<file path="src/rtl/ldl_count_v2_if.sv">
// rtl/ldl_count_v2_if.sv - control/window/status bundle for the ldl_count_v2 counter
interface ldl_count_v2_if #(
    parameter int WIDTH  = 8,
    parameter int STEP_W = 4
) ();
    logic              clr;
    logic              load;
    logic [WIDTH-1:0]  load_val;
    logic              en;
    logic              dir;
    logic [STEP_W-1:0] step;
    logic [WIDTH-1:0]  min;
    logic [WIDTH-1:0]  max;
    logic [WIDTH-1:0]  dout;
    logic              tc;
    logic              ovf;

    modport master (
        output clr, load, load_val, en, dir, step, min, max,
        input  dout, tc, ovf
    );

    modport slave (
        input  clr, load, load_val, en, dir, step, min, max,
        output dout, tc, ovf
    );
endinterface

</file>
<file path="src/rtl/ldl_count_v2.sv">
// rtl/ldl_count_v2.sv - windowed up/down counter with step, wrap/saturate, tc pulse and sticky ovf
module ldl_count_v2 #(
    parameter int WIDTH  = 8,
    parameter int STEP_W = 4,
    parameter int MODE   = 0,
    parameter int SAT    = 0
) (
    input  logic           clk,
    input  logic           rst,
    ldl_count_v2_if.slave  bus
);
    localparam int CW = ((WIDTH > STEP_W) ? WIDTH : STEP_W) + 1;

    logic [WIDTH-1:0] dout_q, dout_d;
    logic             tc_q, tc_d;
    logic             ovf_q, ovf_d;

    logic             down;
    logic             illegal;
    logic             term;
    logic [WIDTH-1:0] start_val;
    logic [WIDTH-1:0] load_clamped;
    logic [WIDTH-1:0] step_next;
    logic [CW-1:0]    step_ext, cur_ext, min_ext, max_ext;

    always_comb begin
        down      = (MODE == 1) ? 1'b1 : ((MODE == 2) ? bus.dir : 1'b0);
        start_val = down ? bus.max : bus.min;
        illegal   = (bus.min > bus.max);

        step_ext = (bus.step == '0) ? CW'(1) : CW'(bus.step);
        cur_ext  = CW'(dout_q);
        min_ext  = CW'(bus.min);
        max_ext  = CW'(bus.max);

        // Out-of-window values on the far side of the terminal count as terminal.
        term = illegal || (down ? (dout_q <= bus.min) : (dout_q >= bus.max));

        // Only evaluated when not terminal, so the differences below cannot go negative.
        if (down) begin
            step_next = (step_ext > cur_ext - min_ext) ? bus.min : WIDTH'(cur_ext - step_ext);
        end else begin
            step_next = (step_ext > max_ext - cur_ext) ? bus.max : WIDTH'(cur_ext + step_ext);
        end

        if (illegal || bus.load_val < bus.min) begin
            load_clamped = bus.min;
        end else if (bus.load_val > bus.max) begin
            load_clamped = bus.max;
        end else begin
            load_clamped = bus.load_val;
        end

        dout_d = dout_q;
        tc_d   = 1'b0;
        ovf_d  = ovf_q;
        if (rst || bus.clr) begin
            dout_d = start_val;
            ovf_d  = 1'b0;
        end else if (bus.load) begin
            dout_d = load_clamped;
        end else if (bus.en) begin
            if (term) begin
                tc_d  = 1'b1;
                ovf_d = 1'b1;
                if (SAT == 0) begin
                    dout_d = start_val;
                end
            end else begin
                dout_d = step_next;
            end
        end
    end

    always_ff @(posedge clk) begin
        dout_q <= dout_d;
        tc_q   <= tc_d;
        ovf_q  <= ovf_d;
    end

    assign bus.dout = dout_q;
    assign bus.tc   = tc_q;
    assign bus.ovf  = ovf_q;
endmodule

</file>
<file path="src/flat_wrapper.sv">
// flat-port wrapper written by rule: the top's interface ports become plain ports
module ldl_count_v2_flat 
#(
    parameter int WIDTH  = 8,
    parameter int STEP_W = 4,
    parameter int MODE   = 0,
    parameter int SAT    = 0
)
  (clk, rst, bus_clr, bus_load, bus_load_val, bus_en, bus_dir, bus_step, bus_min, bus_max, bus_dout, bus_tc, bus_ovf);
  ldl_count_v2_if #(.WIDTH(WIDTH), .STEP_W(STEP_W)) bus_i ();
  input  logic clk;
  input  logic rst;
  input wire logic [$bits(bus_i.clr)-1:0] bus_clr;
  input wire logic [$bits(bus_i.load)-1:0] bus_load;
  input wire logic [$bits(bus_i.load_val)-1:0] bus_load_val;
  input wire logic [$bits(bus_i.en)-1:0] bus_en;
  input wire logic [$bits(bus_i.dir)-1:0] bus_dir;
  input wire logic [$bits(bus_i.step)-1:0] bus_step;
  input wire logic [$bits(bus_i.min)-1:0] bus_min;
  input wire logic [$bits(bus_i.max)-1:0] bus_max;
  output wire logic [$bits(bus_i.dout)-1:0] bus_dout;
  output wire logic [$bits(bus_i.tc)-1:0] bus_tc;
  output wire logic [$bits(bus_i.ovf)-1:0] bus_ovf;
  assign bus_i.clr = bus_clr;
  assign bus_i.load = bus_load;
  assign bus_i.load_val = bus_load_val;
  assign bus_i.en = bus_en;
  assign bus_i.dir = bus_dir;
  assign bus_i.step = bus_step;
  assign bus_i.min = bus_min;
  assign bus_i.max = bus_max;
  assign bus_dout = bus_i.dout;
  assign bus_tc = bus_i.tc;
  assign bus_ovf = bus_i.ovf;
  ldl_count_v2 #(.WIDTH(WIDTH), .STEP_W(STEP_W), .MODE(MODE), .SAT(SAT)) u_core (.clk(clk), .rst(rst), .bus(bus_i));
endmodule
</file>
<file path="config.mk">
export PLATFORM = sky130hd
export DESIGN_NAME = ldl_count_v2_flat
export DESIGN_NICKNAME = d
export VERILOG_FILES = /design/src/rtl/ldl_count_v2_if.sv /design/src/rtl/ldl_count_v2.sv /design/src/flat_wrapper.sv
export SDC_FILE = /design/constraint.sdc
export NUM_CORES = 1
export LEC_CHECK = 0
export ABC_CLOCK_PERIOD_IN_PS = 3250
export CAP_MARGIN = 10
export CORE_ASPECT_RATIO = 1.4
export CORE_MARGIN = 4
export CORE_UTILIZATION = 47
export CTS_CLUSTER_SIZE = 10
export DETAILED_ROUTE_END_ITERATION = 7
export PLACE_DENSITY = 0.78
export SYNTH_ARGS = -nofsm -noshare
export SYNTH_HDL_FRONTEND = slang
export SYNTH_SLANG_ARGS = --single-unit
</file>
<file path="constraint.sdc">
create_clock -name clk -period 3.25 [get_ports clk]
set_clock_uncertainty 0.05 [all_clocks]
set_input_delay 0.325 -clock clk [delete_from_list [all_inputs] [get_ports clk]]
set_output_delay 0.325 -clock clk [all_outputs]
set_load 0.02 [all_outputs]
</file>
======== Word level (Yosys, flattened, before mapping) ========
Cells that the tools add are included.
storage, ports and cells
  flip-flop bits (word level) ............. 10
  word-level logic and storage cells ...... 28
cells by class
  $add $sub $neg .......................... 2
  magnitude comparators ................... 5
  multiplexer cells ....................... 9
  bitwise logic cells ..................... 2
  reduce and logical (&&, ||, !) cells .... 7
operators with widths
  kind                                         number
  8-bit two-way mux                            7
  8-bit > comparator                           2
  9-bit > comparator                           1
  8-bit by 8-bit subtractor with 9-bit output  1
  8-bit adder                                  1
  8-bit >= comparator                          1
  8-bit < comparator                           1
  4-bit logical NOT                            1
  4-bit two-way mux                            1
  1-bit logical OR                             3
  3-bit AND reduction                          1
  3-bit nonzero test                           1
  3-bit OR reduction                           1
  1-bit inverter                               2
  1-bit two-way mux                            1

======== Logic depth before layout (Yosys ltp) ========
Gate-level depths: netlist (run 1).
  word-level depth ........................ 8
  depth in mapped cells ................... 13
  mapped depth without buffers ............ 13

======== Worst setup path before layout (run 1) ========
Ideal clock, no wire load.
  kind .................................... register to register
  start ................................... register u_core.dout_q[1] (netlist: u_core.bus.dout[1])
  end ..................................... register u_core.dout_q[0] (netlist: u_core.bus.dout[0]), data pin
  setup time .............................. 0.261 ns
  arrival ................................. 2.952 ns
  setup slack ............................. -0.013 ns
  stages on the path, launching flop included .. 14
  buffers on the path ..................... 0
  period minus slack after synthesis ...... 3.263 ns
  cells stage by stage .................... edfxtp_1 inv_1 ha_1 nor2b_1 o21ai_0 nand2b_1 xnor2_1 ha_1 nand4_1 o2111ai_1 a221oi_2 o211ai_4 mux2_4 a221o_1
between the ends
  longest elaborated chain between the ends .. 7
ends and longest elaborated chain
  element                                      RTL line            text
  start: declaration                           ldl_count_v2.sv:14  logic [WIDTH-1:0] dout_q, dout_d;
  start signal: assignment                     ldl_count_v2.sv:76  dout_q <= dout_d;
  8-bit by 8-bit subtractor with 9-bit output  ldl_count_v2.sv:43  step_next = (step_ext > max_ext - cur_ext) ? bus.max : WIDTH'(cur_ext + step_ext);
  9-bit > comparator                           ldl_count_v2.sv:43
  8-bit two-way mux                            ldl_count_v2.sv:43
  8-bit two-way mux *                          ldl_count_v2.sv:63  if (term) begin
  8-bit two-way mux *                          ldl_count_v2.sv:62  end else if (bus.en) begin
  8-bit two-way mux *                          ldl_count_v2.sv:60  end else if (bus.load) begin
  8-bit two-way mux *                          ldl_count_v2.sv:57  if (rst || bus.clr) begin
  named net u_core.dout_d[0]                   ldl_count_v2.sv:14
Mark *: on every way through the listed nets, which the timed path passes. The rest lies on a longest branch. The select of a mux whose other input is x is not followed.
A chain may end at the register's enable or synchronous reset.

======== Final worst setup path (run 1) ========
  start ................................... input port bus_max[0]
  end ..................................... register u_core.dout_q[0] (netlist: u_core.bus.dout[0]), data pin
between the ends
  longest elaborated chain between the ends .. 7
ends and longest elaborated chain
  element                                      RTL line            text
  start: declaration                           flat_wrapper.sv:20  input wire logic [$bits(bus_i.max)-1:0] bus_max;
  8-bit by 8-bit subtractor with 9-bit output  ldl_count_v2.sv:43
  9-bit > comparator                           ldl_count_v2.sv:43
  8-bit two-way mux                            ldl_count_v2.sv:43
  8-bit two-way mux                            ldl_count_v2.sv:63
  8-bit two-way mux                            ldl_count_v2.sv:62
  8-bit two-way mux *                          ldl_count_v2.sv:60
  8-bit two-way mux *                          ldl_count_v2.sv:57
  named net u_core.dout_d[0]                   ldl_count_v2.sv:14
Marked as above.

==> key figures, run 1 <==
Route
  • WL per Instance: 15.5 µm
  • Final WL: 5.34 mm
  • DR iter-0 viols: 100
  • # DRC: 0
  • Drt first pass iters: 4
  • Vias/cell: 5.78
  • Routed Antenna Nets: 0
  • Routed vias: 1995

Placement
  • GP Congestion: 0.906
  • Port bufs: 42
  • HPWL Detailed: 4.60 mm
  • Placed cells: 337
  • Pre-CTS WS: -430 ps

STA
  • Final setup margin: 120 ps
  • Final setup vio count: 0
  • Slew Limit Fails: 0
  • Final TNS setup: 0 ps
  • Fin crit share: 96.3%
  • Tmin final: 3130 ps
  • Slew HR: 74.0%
  • Least-Margin Pin Slew: 390 ps
  • Final Hold Fails: 0
  • Fmax: 320 MHz

Floorplan
  • Initial core utilization: 49.2%
  • Die H: 84.4 µm
  • Core region area: 3990 µm²
  • Num ports: 44
  • Die width: 62.6 µm
  • Row cnt: 27
  • Total die area: 5290 µm²

Global route
  • Number of global-route vias before repair: 2039
  • Initial antenna violation count: 0
  • Tot GR Track Use: 20.4%
  • First-pass GRT wire length: 8.91 mm
  • Grt total ovfl: 0
  • Largest net degree at the start of global routing: 9

Worst setup path
  • R2R Setup Slk: 120 ps
  • Reg2Reg Capture Point: u_core.bus.dout[0]$_DFFE_PP_
  • WP depth: 14
  • Startpoint Class: input pin
  • CP top delay family: compound AO/OA/AOI/OAI gates
  • WP data arrival: 3070 ps
  • Slowest library cell on the worst path: fa_1
  • Cell mode on critical path: inv_1
  • Crit path from: bus_max[0]
  • Critical Path RT: 3190 ps
  • Critical Path End Type: flip-flop
  • R2r worst-path depth: 13
  • Setup crit end: u_core.bus.dout[0]$_DFFE_PP_
  • CP max FO: 2
  • Slowest stage delay, CP: 480 ps
  • Crit Path Category: in2reg
  • Cell Chain, Critical Path: dlygate4sd2_1 > inv_1 > ha_2 > inv_1 > fa_1 > inv_1 > ha_1 > nor2b_1 > o21a_1 > o21ai_2 > a221oi_4 > o211ai_4 > mux2_4 > a221o_1
  • Launch point of the worst reg-to-reg path: u_core.bus.dout[1]$_DFFE_PP_
  • Buf+Inv Stages, Crit Path: 4

Clock tree
  • Skew-Pair Late Insertion Delay: 240 ps
  • Clock Pin Slew Worst Setup and Hold Paths: 50 ps
  • Root Driver: clkbuf_8
  • CTS tree: yes
  • CTS sink cnt: 10
  • Clk buf depth: 2
  • # H-tree levels: 1
  • TritonCTS buffer count: 3
  • Hold Buf Count CTS: 0

Finish
  • Layout cell share with drive strength beyond 1: 18.5%
  • Nets: 378
  • Register area: 280 µm²
  • Commonest non-fill, non-tap cell in the layout: clkdlybuf4s50_1
  • N_diodes: 0
  • Finished Layout Cells: 345
  • Most frequent cells in the layout: clkdlybuf4s50_1, ha_1, inv_1, buf_4, mux2i_1
  • Fillcell total: 323
  • Multi-input gate area: 1570 µm²
  • Syn-to-layout area delta: 41.0%

Synth
  • Ys Warns: 0
  • Synth Cell Area: 1960 µm²
  • Yosys top cell by area: ha_1
  • Number of synthesized flops with an enable pin: 8
  • Synth top area share: 24.9%
  • Mapped Cells: 225
  • Sequential share of the synthesized area: 14.3%
  • Synthesized Nets: 300
  • Yosys reg bits: 10
  • Synth area leaders: ha_1, edfxtp_1, mux2i_1, inv_1, a21oi_1
  • Post-synthesis cell type count: 48
  • Avg Cell Area, Syn: 8.72 µm²
  • Primary FF master, synth: edfxtp_1
  • Share of flip-flops with an asynchronous set or reset: 0%

Power and ir drop
  • Switch Pwr: 0.320 mW
  • Sequential share of power: 19.8%
  • Clock power frac: 16.3%
  • Power Dens Cells: 297 nW/µm²
  • Comb pwr share: 63.9%
  • Worst vdd ir: 174 µV
  • Switching portion of total power: 38.9%
  • Internal Pwr Total: 0.502 mW
  • Leak: 1.34 nW

Min path
  • Worst hold path class: reg2reg

Job
  • Max_cap viols: 0

Run status
  • Status: completed
## synthesized netlist by cell type (all sizes together), types with 2 or more instances
library cell / instances
nor2: 10
nand2: 4
mux2: 2
ha: 39
or2: 2
a21o: 5
o21a: 5
nand2b: 4
nor3: 2
o22ai: 2
o2111ai: 4
dfxtp: 2
a31oi: 2
and4: 2
and3: 2
fa: 2
mux2i: 14
o211ai: 4
a221o: 5
edfxtp: 8
nand4: 5
xor2: 2
xnor2: 6
o21ai: 13
clkbuf: 4
nor2b: 7
inv: 35
a222oi: 2
a21oi: 14
nand3: 6
o211a: 2
## power groups by stage
| stage | Sequential [mW] | Clock, mW | Combinational [mW] |
|---|---|---|---|
| 2_1_floorplan | 0.179 | 0 | 0.281 |
| 3_5_place_dp | 0.166 | 0 | 0.488 |
| 6_report | 0.163 | 0.134 | 0.526 |
| 3_3_place_gp | 0.165 | 0 | 0.474 |
| 5_1_grt | 0.164 | 0.141 | 0.577 |
| 4_1_cts | 0.164 | 0.134 | 0.500 |
## per-layer routing
metal  routed length (µm)  track usage, %  part of all wire, %
met1                 2170            22.8                   41
met5                    0               0                    0
met2                 2860            39.0                   53
met4                  165            9.24                  3.1
met3                  153            1.20                  2.9
## worst min-delay path by stage
stage | from | end | slack [ps] | cells past startpoint
after floorplan | rst | u_core.bus.ovf$_SDFFE_PP0P_ | 350 | 1
after detailed placement | u_core.bus.ovf$_SDFFE_PP0P_ | u_core.bus.ovf$_SDFFE_PP0P_ | 480 | 2
after global placement | u_core.bus.ovf$_SDFFE_PP0P_ | u_core.bus.ovf$_SDFFE_PP0P_ | 460 | 2
after global routing | u_core.bus.ovf$_SDFFE_PP0P_ | u_core.bus.ovf$_SDFFE_PP0P_ | 520 | 2
after CTS | u_core.bus.ovf$_SDFFE_PP0P_ | u_core.bus.ovf$_SDFFE_PP0P_ | 490 | 2
final | u_core.bus.ovf$_SDFFE_PP0P_ | u_core.bus.ovf$_SDFFE_PP0P_ | 480 | 2
## cell type report
cell class / instances / share of cell area [%]
Sequential cell: 10 / 10.1
Clock inverter: 1 / 0.136
Multi-Input combinational cell: 176 / 56.8
Clock buffer: 3 / 1.49
Tap cell: 43 / 1.94
Inverter: 35 / 4.75
Timing Repair Buffer: 77 / 24.7
## worst min-delay path, stage by stage, from the launching register on
cell and delay (ps):
dfxtp_1 320, a31oi_1 40, nor3_1 120
## logic make-up (layout without fill, tap and decap cells)
family,Yosys count,in the layout,synth area share (%)
xor+xnor,8,8,3.57
fa+ha+maj,41,41,26.9
compound gates,65,65,26.2
flops,10,10,14.3
simple gates,46,46,13.1
buf+inv,39,116,7.46
mux,16,16,8.48
## through the flow
step           utilization (%)  cell area (µm²)  hold slack [ps]  power (mW)
3_5_place_dp              66.6             2650              475       0.654
4_1_cts                   68.0             2710              489       0.797
5_1_grt                   69.4             2770              517       0.882
6_report                  69.4             2770              484       0.823
3_3_place_gp              66.6             2650              458       0.639
2_1_floorplan                -             1960              352       0.460
## state kept, by name (all words and copies together) (netlist names)
register         cells
u_core.bus.tc        1
u_core.bus.dout      8
u_core.bus.ovf       1
## repair_timing
action	4_1_cts	5_1_grt
gates resized for setup	6	5
pin swaps	5	5
setup buffers	0	4
setup endpoints to repair	8	7
No activity file was read; power rests on OpenSTA's default activity.
==> run 2: changes to the inputs <==
==> constraint.sdc (replaced) <==
create_clock -name clk -period 3.25 [get_ports clk]
set_clock_uncertainty 0.05 [all_clocks]
set_input_delay 0.4875 -clock clk [delete_from_list [all_inputs] [get_ports clk]]
set_output_delay 0.4875 -clock clk [all_outputs]
set_load 0.02 [all_outputs]
==> run 2 against run 1 <==
  * Sequential share of layout area is 0.54 points lower
  * Fmax is 2.6% lower
  * Largest power group unchanged
  * Global-route usage is 1.1 points higher
  * Cell area is 5.6% higher
  * Critical path depth stayed put
  * Critical path type is now reg2reg
  * Register-to-register slack worse by 80 ps
  * Non-clock buffer count is 11 higher
  * First-iteration DRC count is 40% higher
==> key figures, run 2 (synthesized netlist as in run 1, its figures left out) <==
Run status
  • Status: completed

Min path
  • Worst hold path class: reg2reg
  • WHS Path Cells: 2

STA
  • Final Hold Fails: 0
  • Final setup vio count: 0
  • Final TNS setup: 0 ps
  • Fin crit share: 98.9%
  • Tmin final: 3210 ps
  • Least-Margin Pin Slew: 603 ps
  • Slew HR: 59.8%
  • Hold WS: 483 ps
  • Fmax: 311 MHz
  • Final setup margin: 36.2 ps
  • Slew Limit Fails: 0

Route
  • WL per Instance: 16.7 µm
  • Drt first pass iters: 8
  • # DRC: 0
  • Routed vias: 2094
  • Routed Antenna Nets: 0
  • Final WL: 5.93 mm
  • DR iter-0 viols: 140
  • Vias/cell: 5.88

Clock tree
  • CTS tree: yes
  • Clock Pin Slew Worst Setup and Hold Paths: 50 ps
  • # H-tree levels: 1
  • Skew-Pair Late Insertion Delay: 240 ps
  • Root Driver: clkbuf_8
  • TritonCTS buffer count: 3
  • CTS sink cnt: 10
  • Clk buf depth: 2

Finish
  • Syn-to-layout area delta: 48.9%
  • Largest register FFs: 8
  • Finished Layout Cells: 356
  • Layout cell share with drive strength beyond 1: 24.6%
  • Most frequent cells in the layout: buf_4, clkdlybuf4s50_1, ha_1
  • Layout Utilization: 73.3%
  • Commonest non-fill, non-tap cell in the layout: buf_4
  • Nets: 389
  • N_diodes: 0

Worst setup path
  • Startpoint Class: flip-flop
  • Critical Path End Type: flip-flop
  • CP max FO: 5
  • Critical Path RT: 3180 ps
  • Crit Path Category: reg2reg
  • Cell Chain, Critical Path: inv_2 > ha_4 > nor2b_4 > o21ai_2 > nand2b_1 > xnor2_2 > ha_1 > nand4_1 > o2111ai_2 > a221oi_4 > o211ai_4 > buf_6 > mux2i_1 > a221o_1
  • R2r worst-path depth: 14
  • Slowest stage delay, CP: 410 ps
  • CP top delay family: compound AO/OA/AOI/OAI gates
  • WP depth: 14
  • Buf+Inv Stages, Crit Path: 2
  • Slowest library cell on the worst path: edfxtp_1
  • WP data arrival: 3150 ps

Floorplan
  • Die H: 84.4 µm
  • Row cnt: 27
  • Initial core utilization: 49.2%
  • Die width: 62.6 µm
  • Total die area: 5290 µm²
  • Num ports: 44
  • Core region area: 3990 µm²

Power and ir drop
  • Leak: 1.41 nW
  • Power Dens Cells: 307 nW/µm²
  • Worst vdd ir: 151 µV

Global route
  • Largest net degree at the start of global routing: 9
  • Grt total ovfl: 0
  • Tot GR Track Use: 21.5%
  • Number of global-route vias before repair: 2135
  • First-pass GRT wire length: 9.35 mm
  • Initial antenna violation count: 0

Placement
  • GP Congestion: 0.898
  • Pre-CTS WS: -541 ps
  • HPWL Detailed: 4.66 mm
  • Placed cells: 347
  • Port bufs: 42

Job
  • Max_cap viols: 0
-- run 2: changes by cell type in the layout (fill, tap and decap cells not counted), sizes merged --
| cell | delta |
|---|---|
| buf | +11 |
| clkbuf | +2 |
| clkdlybuf4s15 | +1 |
| clkdlybuf4s50 | -1 |
| clkinv | -1 |
| dlygate4sd2 | -1 |
-- run 2: per-layer routing --
| layer | wire length [µm] | GRT usage [%] | vias to the layer above |
|---|---|---|---|
| met2 | 3220 | 41.7 | 77 |
| li1 | - | - | 1020 |
| met3 | 263 | 2.01 | 19 |
| met5 | 0 | 0 | - |
| met4 | 185 | 9.64 | 0 |
| met1 | 2260 | 23.2 | 978 |
-- run 2: worst paths after layout --
check	to	start	slack [ps]
min reg2reg	u_core.bus.ovf$_SDFFE_PP0P_	u_core.bus.ovf$_SDFFE_PP0P_	480
max	u_core.bus.dout[4]$_DFFE_PP_	u_core.bus.dout[1]$_DFFE_PP_	40
min	u_core.bus.ovf$_SDFFE_PP0P_	u_core.bus.ovf$_SDFFE_PP0P_	480
max reg2reg	u_core.bus.dout[4]$_DFFE_PP_	u_core.bus.dout[1]$_DFFE_PP_	40
-- run 2: through the flow --
step | area (µm²) | total power, mW
after floorplan | 1960 | 0.460
after global placement | 2730 | 0.653
after detailed placement | 2730 | 0.667
after CTS | 2840 | 0.860
after global routing | 2920 | 0.955
final | 2920 | 0.898
-- run 2: report_power, final --
group,switching [mW],internal (mW),leakage [nW]
Clock,0.0537,0.107,0.0288
Combinational,0.276,0.297,1.28
Sequential,0.0125,0.152,0.101
-- run 2: area by class of cell --
cell class	instances	area [µm²]
Clock buffer	4	55.1
Fill cell	302	1060
Inverter	35	131
Multi-Input combinational cell	176	1630
Sequential cell	10	280
Tap cell	43	53.8
Timing Repair Buffer	88	768
-- run 2: worst reg2reg max path, stage by stage (launching register included) --
cell and delay [ps]:
edfxtp_1 410, inv_2 110, ha_4 210, nor2b_4 130, o21ai_2 100, nand2b_1 90
xnor2_2 150, ha_1 310, nand4_1 180, o2111ai_2 200, a221oi_4 290, o211ai_4 140
buf_6 160, mux2i_1 120, a221o_1 320
-- run 2: repair_timing --
item | in CTS | in global routing
pin swaps | 12 | 12
setup buffers | 2 | 3
setup endpoints to repair | 8 | 7
hold buffers | 0 | 0
gates resized for setup | 18 | 9
